[src/rtl/nfc_mif_wr.sv]
// NAND read-path memory interface: splits incoming NF_IF bytes into data, spare and
// ECC segments, byte-writes data/spare into the buffer RAM and forwards ECC parity.
module nfc_mif_wr #(
  parameter int DAT_WID = 16
) (
  input  logic               clk,
  input  logic               rst_n,
  input  logic               nfc_dat_en,
  input  logic               nfc_dat_dir,
  input  logic               nfc_dat_end,
  input  logic               nfc_spa_en,
  input  logic               nfc_ecc_en,
  input  logic [11:0]        nfc_blk_len,
  input  logic [3:0]         nfc_spa_len,
  input  logic [1:0]         nfc_ecc_len,
  input  logic [13:0]        nfc_trn_cnt,
  input  logic [13:0]        nfc_dat_addr,
  input  logic [13:0]        nfc_spa_addr,
  input  logic [2:0]         rng_sel,
  input  logic [7:0]         rng_dat,
  output logic               mif_rng_adv,
  input  logic               nfif_data_wr,
  input  logic [DAT_WID-1:0] nfif_data_out,
  output logic               nfif_wr_rdy,
  output logic               mif_ecc_wr,
  output logic [7:0]         mif_ecc_dat,
  output logic [12:0]        nfc_ram_addr,
  output logic               nfc_ram_cen,
  output logic [1:0]         nfc_ram_wen,
  output logic [15:0]        nfc_ram_din,
  output logic               mif_wr_done
);

  typedef enum logic [1:0] {IDLE, DAT, SPA, ECC} state_t;

  state_t      state_reg, state_next;
  logic [13:0] dat_ptr_reg, spa_ptr_reg, tot_cnt_reg;
  logic [11:0] blk_cnt_reg;
  logic        done_pend_reg;

  logic [11:0] ecc_len_dec, seg_len;
  logic        spa_on, ecc_on, start, accept, abort, seg_last, tot_last;
  logic [7:0]  in_byte, wr_byte;
  logic [13:0] wr_ptr;
  logic        unused_bits;

  assign unused_bits = ^{nfif_data_out[DAT_WID-1:8], rng_sel[1:0]};

  always_comb begin
    case (nfc_ecc_len)
      2'b01:   ecc_len_dec = 12'd18;
      2'b10:   ecc_len_dec = 12'd25;
      default: ecc_len_dec = 12'd0;
    endcase
  end

  assign spa_on   = nfc_spa_en & (nfc_spa_len != 4'd0);
  assign ecc_on   = nfc_ecc_en & (ecc_len_dec != 12'd0);
  assign start    = (state_reg == IDLE) & nfc_dat_en & ~nfc_dat_dir;
  assign accept   = nfif_data_wr & nfif_wr_rdy;
  assign abort    = nfc_dat_end & (state_reg != IDLE);
  assign tot_last = (tot_cnt_reg == nfc_trn_cnt - 14'd1);
  assign in_byte  = nfif_data_out[7:0];

  always_comb begin
    case (state_reg)
      SPA:     seg_len = {8'd0, nfc_spa_len};
      ECC:     seg_len = ecc_len_dec;
      default: seg_len = nfc_blk_len;
    endcase
  end

  assign seg_last = (blk_cnt_reg == seg_len - 12'd1);

  // State register
  always_ff @(posedge clk or negedge rst_n) begin
    if (!rst_n) state_reg <= IDLE;
    else        state_reg <= state_next;
  end

  // Next-state logic; transfer end takes priority over segment end
  always_comb begin
    state_next = state_reg;
    case (state_reg)
      IDLE: begin
        if (start && nfc_trn_cnt != 14'd0) state_next = DAT;
      end
      default: begin
        if (abort) begin
          state_next = IDLE;
        end else if (accept) begin
          if (tot_last) begin
            state_next = IDLE;
          end else if (seg_last) begin
            case (state_reg)
              DAT:     state_next = spa_on ? SPA : (ecc_on ? ECC : DAT);
              SPA:     state_next = ecc_on ? ECC : DAT;
              default: state_next = DAT;
            endcase
          end
        end
      end
    endcase
  end

  // Combinational outputs
  always_comb begin
    nfif_wr_rdy = (state_reg != IDLE);
    mif_rng_adv = nfif_data_wr & nfif_wr_rdy & (state_reg == DAT) & rng_sel[2];
  end

  always_ff @(posedge clk or negedge rst_n) begin
    if (!rst_n) begin
      dat_ptr_reg <= '0;
      spa_ptr_reg <= '0;
      tot_cnt_reg <= '0;
      blk_cnt_reg <= '0;
    end else if (start) begin
      dat_ptr_reg <= nfc_dat_addr;
      spa_ptr_reg <= nfc_spa_addr;
      tot_cnt_reg <= '0;
      blk_cnt_reg <= '0;
    end else if (accept) begin
      tot_cnt_reg <= tot_cnt_reg + 14'd1;
      blk_cnt_reg <= seg_last ? 12'd0 : blk_cnt_reg + 12'd1;
      if (state_reg == DAT) dat_ptr_reg <= dat_ptr_reg + 14'd1;
      if (state_reg == SPA) spa_ptr_reg <= spa_ptr_reg + 14'd1;
    end
  end

  // Data and spare share the lane-steering path; only data is descrambled
  assign wr_ptr  = (state_reg == SPA) ? spa_ptr_reg : dat_ptr_reg;
  assign wr_byte = (state_reg == SPA) ? in_byte
                                      : (in_byte ^ (rng_sel[2] ? rng_dat : 8'h00));

  always_ff @(posedge clk or negedge rst_n) begin
    if (!rst_n) begin
      nfc_ram_cen   <= 1'b1;
      nfc_ram_wen   <= 2'b11;
      nfc_ram_din   <= '0;
      nfc_ram_addr  <= '0;
      mif_ecc_wr    <= 1'b0;
      mif_ecc_dat   <= '0;
      mif_wr_done   <= 1'b0;
      done_pend_reg <= 1'b0;
    end else begin
      nfc_ram_cen   <= 1'b1;
      nfc_ram_wen   <= 2'b11;
      mif_ecc_wr    <= 1'b0;
      // Last byte's write lands first; done follows one cycle later
      done_pend_reg <= accept & tot_last & ~abort;
      mif_wr_done   <= done_pend_reg | (start & (nfc_trn_cnt == 14'd0));
      if (accept) begin
        if (state_reg == ECC) begin
          mif_ecc_wr  <= 1'b1;
          mif_ecc_dat <= in_byte;
        end else begin
          nfc_ram_addr <= wr_ptr[13:1];
          nfc_ram_cen  <= 1'b0;
          if (wr_ptr[0]) begin
            nfc_ram_wen <= 2'b01;
            nfc_ram_din <= {wr_byte, 8'h00};
          end else begin
            nfc_ram_wen <= 2'b10;
            nfc_ram_din <= {8'h00, wr_byte};
          end
        end
      end
    end
  end

endmodule

[config.mk]
export PLATFORM = sky130hd
export DESIGN_NAME = nfc_mif_wr
export DESIGN_NICKNAME = d
export VERILOG_FILES = /design/src/rtl/nfc_mif_wr.sv
export SDC_FILE = /design/constraint.sdc
export NUM_CORES = 1
export LEC_CHECK = 0
export BUFFER_PORTS_ARGS = -buffer_cell sky130_fd_sc_hd__buf_2
export CAP_MARGIN = 20
export CORE_ASPECT_RATIO = 1.2
export CORE_MARGIN = 4
export CORE_UTILIZATION = 45
export CTS_BUF_LIST = sky130_fd_sc_hd__clkbuf_4 sky130_fd_sc_hd__clkbuf_8 sky130_fd_sc_hd__clkbuf_16
export DETAILED_ROUTE_END_ITERATION = 8
export GPL_ROUTABILITY_DRIVEN = 0
export PLACE_DENSITY = 0.75
export SYNTH_ARGS = -nofsm -noshare
export SYNTH_HDL_FRONTEND = slang
export SYNTH_SLANG_ARGS = --single-unit
[constraint.sdc]
create_clock -name clk -period 4.1 [get_ports clk]
set_clock_uncertainty 0.15 [all_clocks]
set_input_delay 0.41 -clock clk [delete_from_list [all_inputs] [get_ports clk]]
set_output_delay 0.41 -clock clk [all_outputs]
set_load 0.005 [all_outputs]
==> results.yml, run 1 <==
detailed_routing:
  postRouteAntennaNets: 0
  vias: 5247
  drt_wl_total_mm: 14.7
  initialDrtViolationCount: 297
  vias_per_cell: 5.39
  drc: 0
  wl_per_cell_um: 15.1
  first_pass_iters: 4
timing:
  timing.hold.ws_ns: 0.120
  rsz0062_at_grt: "no"
  setup_tns_ns: 0
  relSlewSlack_pct: 53.3
  clock.fmax_mhz: 262
  hold_viol: 0
  setup_viol: 0
  min_period_ns: 3.82
  slew_viol_final: 0
  min_period_over_period_pct: 93.1
  worstMarginPinSlew_ns: 0.691
grt:
  grt_pass1_wl_mm: 23.9
  grtUsageTotal_pct: 19.3
  grt_max_degree: 49
  antenna_found_initial: 1
  gr-total-overflow: 0
  grt_pass1_vias: 5064
logic_synthesis:
  syn_area_mm2: 0.00602
  synth_nets: 790
  synth_seq_area_share_pct: 41.2
  yosysWarnings: 0
  syn_avg_cell_area_um2: 8.84
  ys_ff_latch: 99
  synthTopCellsByArea: "dfrtp_1, nand2_1, xor2_1, o21ai_0, xnor2_1"
  synth.distinct_cells: 68
  syn_inst: 681
  ys_async_sr_fraction_pct: 100
  synth_ff_type: "dfrtp_1"
  synth.top_cell.area_share_pct: 39.9
  synth_common_cells: "nand2_1, dfrtp_1, o21ai_0"
  yosys.area.top_type: "dfrtp_1"
  synth-edff-count: 0
  yosysMostFrequentCell: "nand2_1"
die:
  core-area_mm2: 0.0132
  rows: 46
  die_h_um: 135
  ios: 139
  die_x_um: 114
  start_util_pct: 45.7
  die-area_mm2: 0.0153
placed_design:
  place_area_mm2: 0.00683
  hpwlAfterDp_mm: 11.3
  portBuffers: 128
worst_hold_path:
  hold_depth: 3
  min_path_type: "in -> reg"
critical_path:
  worstPathRequired_ns: 4.16
  crit_type: "reg -> reg"
  reg2reg_from: "state_reg[0]"
  cp.arrival_ns: 3.88
  reg2reg_setup_slack_ns: 0.28
  endpoint_kind: "flip-flop"
  critPathCapture: "blk_cnt_reg[4]"
  worst-path-max-fanout: 14
  startpoint: "state_reg[0]"
  rr_worst_depth: 13
  r2r_end: "blk_cnt_reg[4]"
  start_kind: "flip-flop"
final_layout:
  diodes: 0
  largest-register: "nfc_ram_din"
  drive_gt1_share_pct: 22.6
  largest_reg_flops: 16
  syn2layout_area_growth_pct: 18.5
  fill_cells: 1286
  final_nets: 909
  fin_area_mm2: 0.00714
power:
  leakage_nw: 3.27
  peakVddDrop_uv: 279
  pwr_density_cell_mw_per_mm2: 487
clocking:
  htree_levels: 3
  clockBufferDepth: 2
  clk_latency_ns: 0.34
  cts_tree: "built"
  clockRootBuffer: "clkbuf_16"
  clk_pin_slew_ns: 0.07
  cts.sinks: 99
  numCtsBuffers: 9
  cts_setup_buffers: 0
flow_run:
  cap_violations: 0
run_status:
  status: "finished, final reports clean"
how the worst min path moves through the flow:
stage                    start        endpoint  slack [ns]
2_1_floorplan            rst_n  blk_cnt_reg[0]       -0.04
3_3_place_gp     done_pend_reg     mif_wr_done        0.26
4_1_cts        nfc_dat_addr[6]  dat_ptr_reg[6]        0.11
5_1_grt        nfc_dat_addr[9]  dat_ptr_reg[9]        0.12
3_5_place_dp     done_pend_reg     mif_wr_done        0.29
6_report       nfc_spa_addr[7]  spa_ptr_reg[7]        0.12
layout by cell type (no fill, tap or decap), types with 5 or more instances in the layout:
master	count
nand2b_1	11
ha_1	13
nor3_1	11
dfrtp_1	96
mux2i_1	16
nor2b_1	6
xnor2_1	30
a21oi_1	11
nand4_1	11
nor2_1	59
buf_4	10
or2_2	7
inv_1	17
and3_1	10
clkbuf_16	9
xor2_1	48
nand3_1	26
o21ai_0	65
buf_2	127
and2_1	5
mux2_2	9
nand2_1	113
o211ai_1	5
or3_1	9
routing by layer:
metal,GRT usage [%],vias to the layer above,part of all wire (%)
met5,0,-,0.088
met4,7.35,2,2.3
met3,3.23,22,5.3
met2,31.9,129,48
met1,25.2,2479,44
li1,-,2615,-
report_power, final:
group | total (mW) | internal [mW] | switching, mW
registers | 1.61 | 1.31 | 0.296
logic | 1.06 | 0.492 | 0.567
clock network | 0.810 | 0.430 | 0.380
kinds of logic (layout without fill, tap and decap cells):
| group | Yosys count | count (layout) | synth area share [%] |
|---|---|---|---|
| compound gates | 128 | 128 | 14.1 |
| simple gates | 290 | 290 | 23.0 |
| flops | 99 | 99 | 41.2 |
| xor+xnor | 78 | 78 | 11.3 |
| fa+ha+maj | 14 | 14 | 2.91 |
| mux | 25 | 25 | 4.34 |
| buf+inv | 47 | 171 | 3.08 |
repair_timing:
item                                   CTS  global route
setup endpoints to repair                0            13
hold buffers                             1             0
gates resized for setup                  0             2
endpoints found under the hold margin   46             0
metrics by stage:
step                      power, mW  worst slack, ns  util [%]  std cells
after detailed placement       2.70            0.249      51.8        956
after CTS                      3.52            0.220      54.1        973
after floorplan                2.21            0.764         -        681
after global routing           3.74           0.0267      54.1        973
final                          3.48            0.281      54.1        973
after global placement         2.66            0.335      51.8        956
area by class of cell:
| cell class | instances | area (um^2) | share of cell area, % |
|---|---|---|---|
| Tap cell | 168 | 210 | 2.95 |
| Inverter | 17 | 63.8 | 0.894 |
| Clock buffer | 10 | 233 | 3.26 |
| Clock inverter | 6 | 55.1 | 0.771 |
| Timing Repair Buffer | 138 | 721 | 10.1 |
| Sequential cell | 99 | 2480 | 34.8 |
| Multi-Input combinational cell | 535 | 3370 | 47.3 |
worst max-delay path, cell delays in order, from the launching register on:
cell	delay [ns]
dfrtp_1	0.43
inv_1	0.14
ha_1	0.23
buf_4	0.25
nand3_1	0.11
a32o_1	0.32
ha_1	0.23
and3b_1	0.20
and2_1	0.17
or3_1	0.36
a222oi_1	0.25
and4_1	0.38
a21o_1	0.37
nor2_1	0.10
Note: power is estimated with default switching activity, not from simulation.
==> run 2, diff against run 1 <==
ABC_AREA = 1   (was not set)
BUFFER_PORTS_ARGS = not set   (was -buffer_cell sky130_fd_sc_hd__buf_2)
DONT_BUFFER_PORTS = 1   (was not set)
PLACE_DENSITY = 0.66   (was 0.75)
==> run 2 against run 1 <==
Effect of this change:
- via count grew 5.0%
- fmax grew 16%
- die area grew 4.1%
- combinational power grew 34%
- cell count grew 8.2%
- critical path depth grew 5
- sequential power grew 6%
- register-to-register slack gained 0.52 ns
- critical endpoint is now state_reg[1]
- highest routed layer is now met4
==> results.yml, run 2 <==
critical_path:
  cp.arrival_ns: 3.38
  endpoint_kind: "flip-flop"
  reg2reg_from: "state_reg[0]"
  crit_type: "reg -> reg"
  start_kind: "flip-flop"
  worst-path-max-fanout: 15
  worstPathRequired_ns: 4.18
  startpoint: "state_reg[0]"
logic_synthesis:
  yosys.area.top_type: "dfrtp_1"
  synthTopCellsByArea: "dfrtp_1, nand2_1, inv_1, o21ai_0, xor2_1"
  ys_ff_latch: 99
  synth.top_cell.area_share_pct: 38.2
  synth_common_cells: "nand2_1, inv_1, dfrtp_1"
  synth_seq_area_share_pct: 39.5
  synth.distinct_cells: 39
  syn_inst: 876
  syn_area_mm2: 0.00628
  synth_nets: 985
  ys_async_sr_fraction_pct: 100
  yosysMostFrequentCell: "nand2_1"
  syn_avg_cell_area_um2: 7.17
  synth_ff_type: "dfrtp_1"
  synth-edff-count: 0
  yosysWarnings: 0
clocking:
  cts.sinks: 99
  cts_setup_buffers: 0
  cts_tree: "built"
  clk_latency_ns: 0.35
  clk_pin_slew_ns: 0.07
  clockRootBuffer: "clkbuf_16"
  clockBufferDepth: 2
  htree_levels: 3
  numCtsBuffers: 9
grt:
  grt_pass1_vias: 5329
  antenna_found_initial: 0
  grt.met1_usage_pct: 25.2
  grtUsageTotal_pct: 20.7
  busiest_layer: "met2"
  gr-total-overflow: 0
  grt_max_degree: 100
  use_met3_pct: 6.06
  grt_pass1_wl_mm: 25.9
  grt_use_met2_pct: 35.9
worst_hold_path:
  hold_start: "nfif_data_out[5]"
  min_path_type: "in -> reg"
timing:
  relSlewSlack_pct: 50.7
  rsz0062_at_grt: "no"
  slew_viol_final: 0
  worstMarginPinSlew_ns: 0.737
  min_period_ns: 3.29
  min_period_over_period_pct: 80.4
  hold_viol: 0
  setup_viol: 0
  clock.fmax_mhz: 304
  setup_tns_ns: 0
detailed_routing:
  drt_wl_total_mm: 16.2
  drc: 0
  vias_per_cell: 5.23
  first_pass_iters: 4
  initialDrtViolationCount: 297
  wl_per_cell_um: 15.4
  postRouteAntennaNets: 0
  vias: 5511
final_layout:
  layout_common_cells: "nand2_1, inv_1, dfrtp_1, nor2_1, o21ai_0"
  seq_area_mm2: 0.00248
  drive_gt1_share_pct: 6.24
  layout_commonest_cell: "nand2_1"
  largest-register: "nfc_ram_din"
  fin_cells: 1053
  diodes: 0
  syn2layout_area_growth_pct: 8.54
  fill_cells: 1415
  final_nets: 986
  multiInputGateArea_mm2: 0.00330
  largest_reg_flops: 16
power:
  swShare_pct: 41.1
  p_int_mw: 2.36
  p_seq_share_pct: 42.6
  peakVddDrop_uv: 305
  leakage_nw: 3.25
  p_comb_share_pct: 35.6
  pwr_density_cell_mw_per_mm2: 587
  netSwitchingPower_mw: 1.65
  p_clk_share_pct: 21.9
die:
  rows: 47
  die-area_mm2: 0.0159
  core-area_mm2: 0.0138
  die_h_um: 137
  die_x_um: 116
  ios: 139
  start_util_pct: 45.7
placed_design:
  post-place-cells: 1034
  hpwlAfterDp_mm: 12.0
  portBuffers: 0
run_status:
  status: "finished, final reports clean"
flow_run:
  cap_violations: 0
## run 2: cell types whose count changed in the layout (fill, tap and decap cells not counted), sizes merged, moves of 16 or more
cell   delta
mux2i    -16
nand3    +30
nand2   +146
xnor2    -20
inv      +91
nor2     +30
buf     -128
## run 2: timing repair
item / CTS / global route
hold endpoints to repair: 100 / 0
gates resized for setup: 0 / 0
hold buffers: 3 / 0
## run 2: path summary, 6_finish.rpt
kind / end / slack [ns] / cells past startpoint
worst max register to register: state_reg[1] / 0.81 / 18
worst max-delay path: state_reg[1] / 0.81 / 18
max in group asynchronous: nfc_ram_addr[12] / 2.86 / 2
worst min register to register: mif_wr_done / 0.33 / 1
min in group asynchronous: tot_cnt_reg[5] / 0.54 / 2
worst min-delay path: mif_ecc_dat[5] / 0.03 / 2
## run 2: cell families (layout without fill, tap and decap cells)
| family | Yosys count | in the layout | synth area share (%) |
|---|---|---|---|
| AOI/OAI and AO/OA | 151 | 151 | 13.9 |
| xor gates and xnor gates | 49 | 49 | 6.83 |
| adders and majority gates | 14 | 14 | 2.79 |
| buffers and inverters | 132 | 138 | 8.07 |
| DFF | 99 | 99 | 39.5 |
| and+or+nand+nor | 431 | 431 | 28.9 |
## run 2: power groups by stage
stage | Combinational [mW] | Sequential, mW | Clock, mW
6_report | 1.42 | 1.71 | 0.876
5_1_grt | 1.64 | 1.75 | 0.943
4_1_cts | 1.44 | 1.71 | 0.894
3_5_place_dp | 1.40 | 1.72 | 0
3_3_place_gp | 1.38 | 1.72 | 0
2_1_floorplan | 1.12 | 1.60 | 0
## run 2: through the flow
stage               total power [mW]  hold WS [ns]  utilization, %  cell area [um^2]  worst slack, ns
floorplan                       2.72       -0.0356               -              6280             1.46
detailed placement              3.13       -0.0324            47.0              6470            0.815
finish                          4.01        0.0305            49.6              6820            0.805
CTS                             4.04        0.0200            49.6              6820            0.795
global placement                3.10       -0.0310            47.0              6470            0.878
global route                    4.34        0.0160            49.6              6820            0.513
## run 2: per-layer routing
layer | vias up | wire length (um)
met5 | - | 0
met1 | 2563 | 6760
met3 | 15 | 984
li1 | 2815 | -
met2 | 118 | 8210
met4 | 0 | 211
## run 2: worst max-delay path: stages, from the launching register on
cell and delay [ns]:
dfrtp_1 0.43, inv_1 0.12, ha_1 0.50, inv_2 0.22, nand2_4 0.15, nor2_1 0.07
a21oi_4 0.21, ha_1 0.24, nand2_2 0.08, nor2_4 0.14, nand3_1 0.11, o21ai_1 0.14
nand3_1 0.10, nor2_2 0.15, nand2_4 0.09, nand2_2 0.08, nand2_1 0.07, nand2_1 0.07
nand2_1 0.05
## run 2: final cells by class
class | instances | share of cell area (%)
Clock buffer | 10 | 3.41
Clock inverter | 6 | 1.03
Inverter | 111 | 6.11
Multi-Input combinational cell | 645 | 48.3
Sequential cell | 99 | 36.4
Tap cell | 171 | 3.14
Timing Repair Buffer | 11 | 1.58
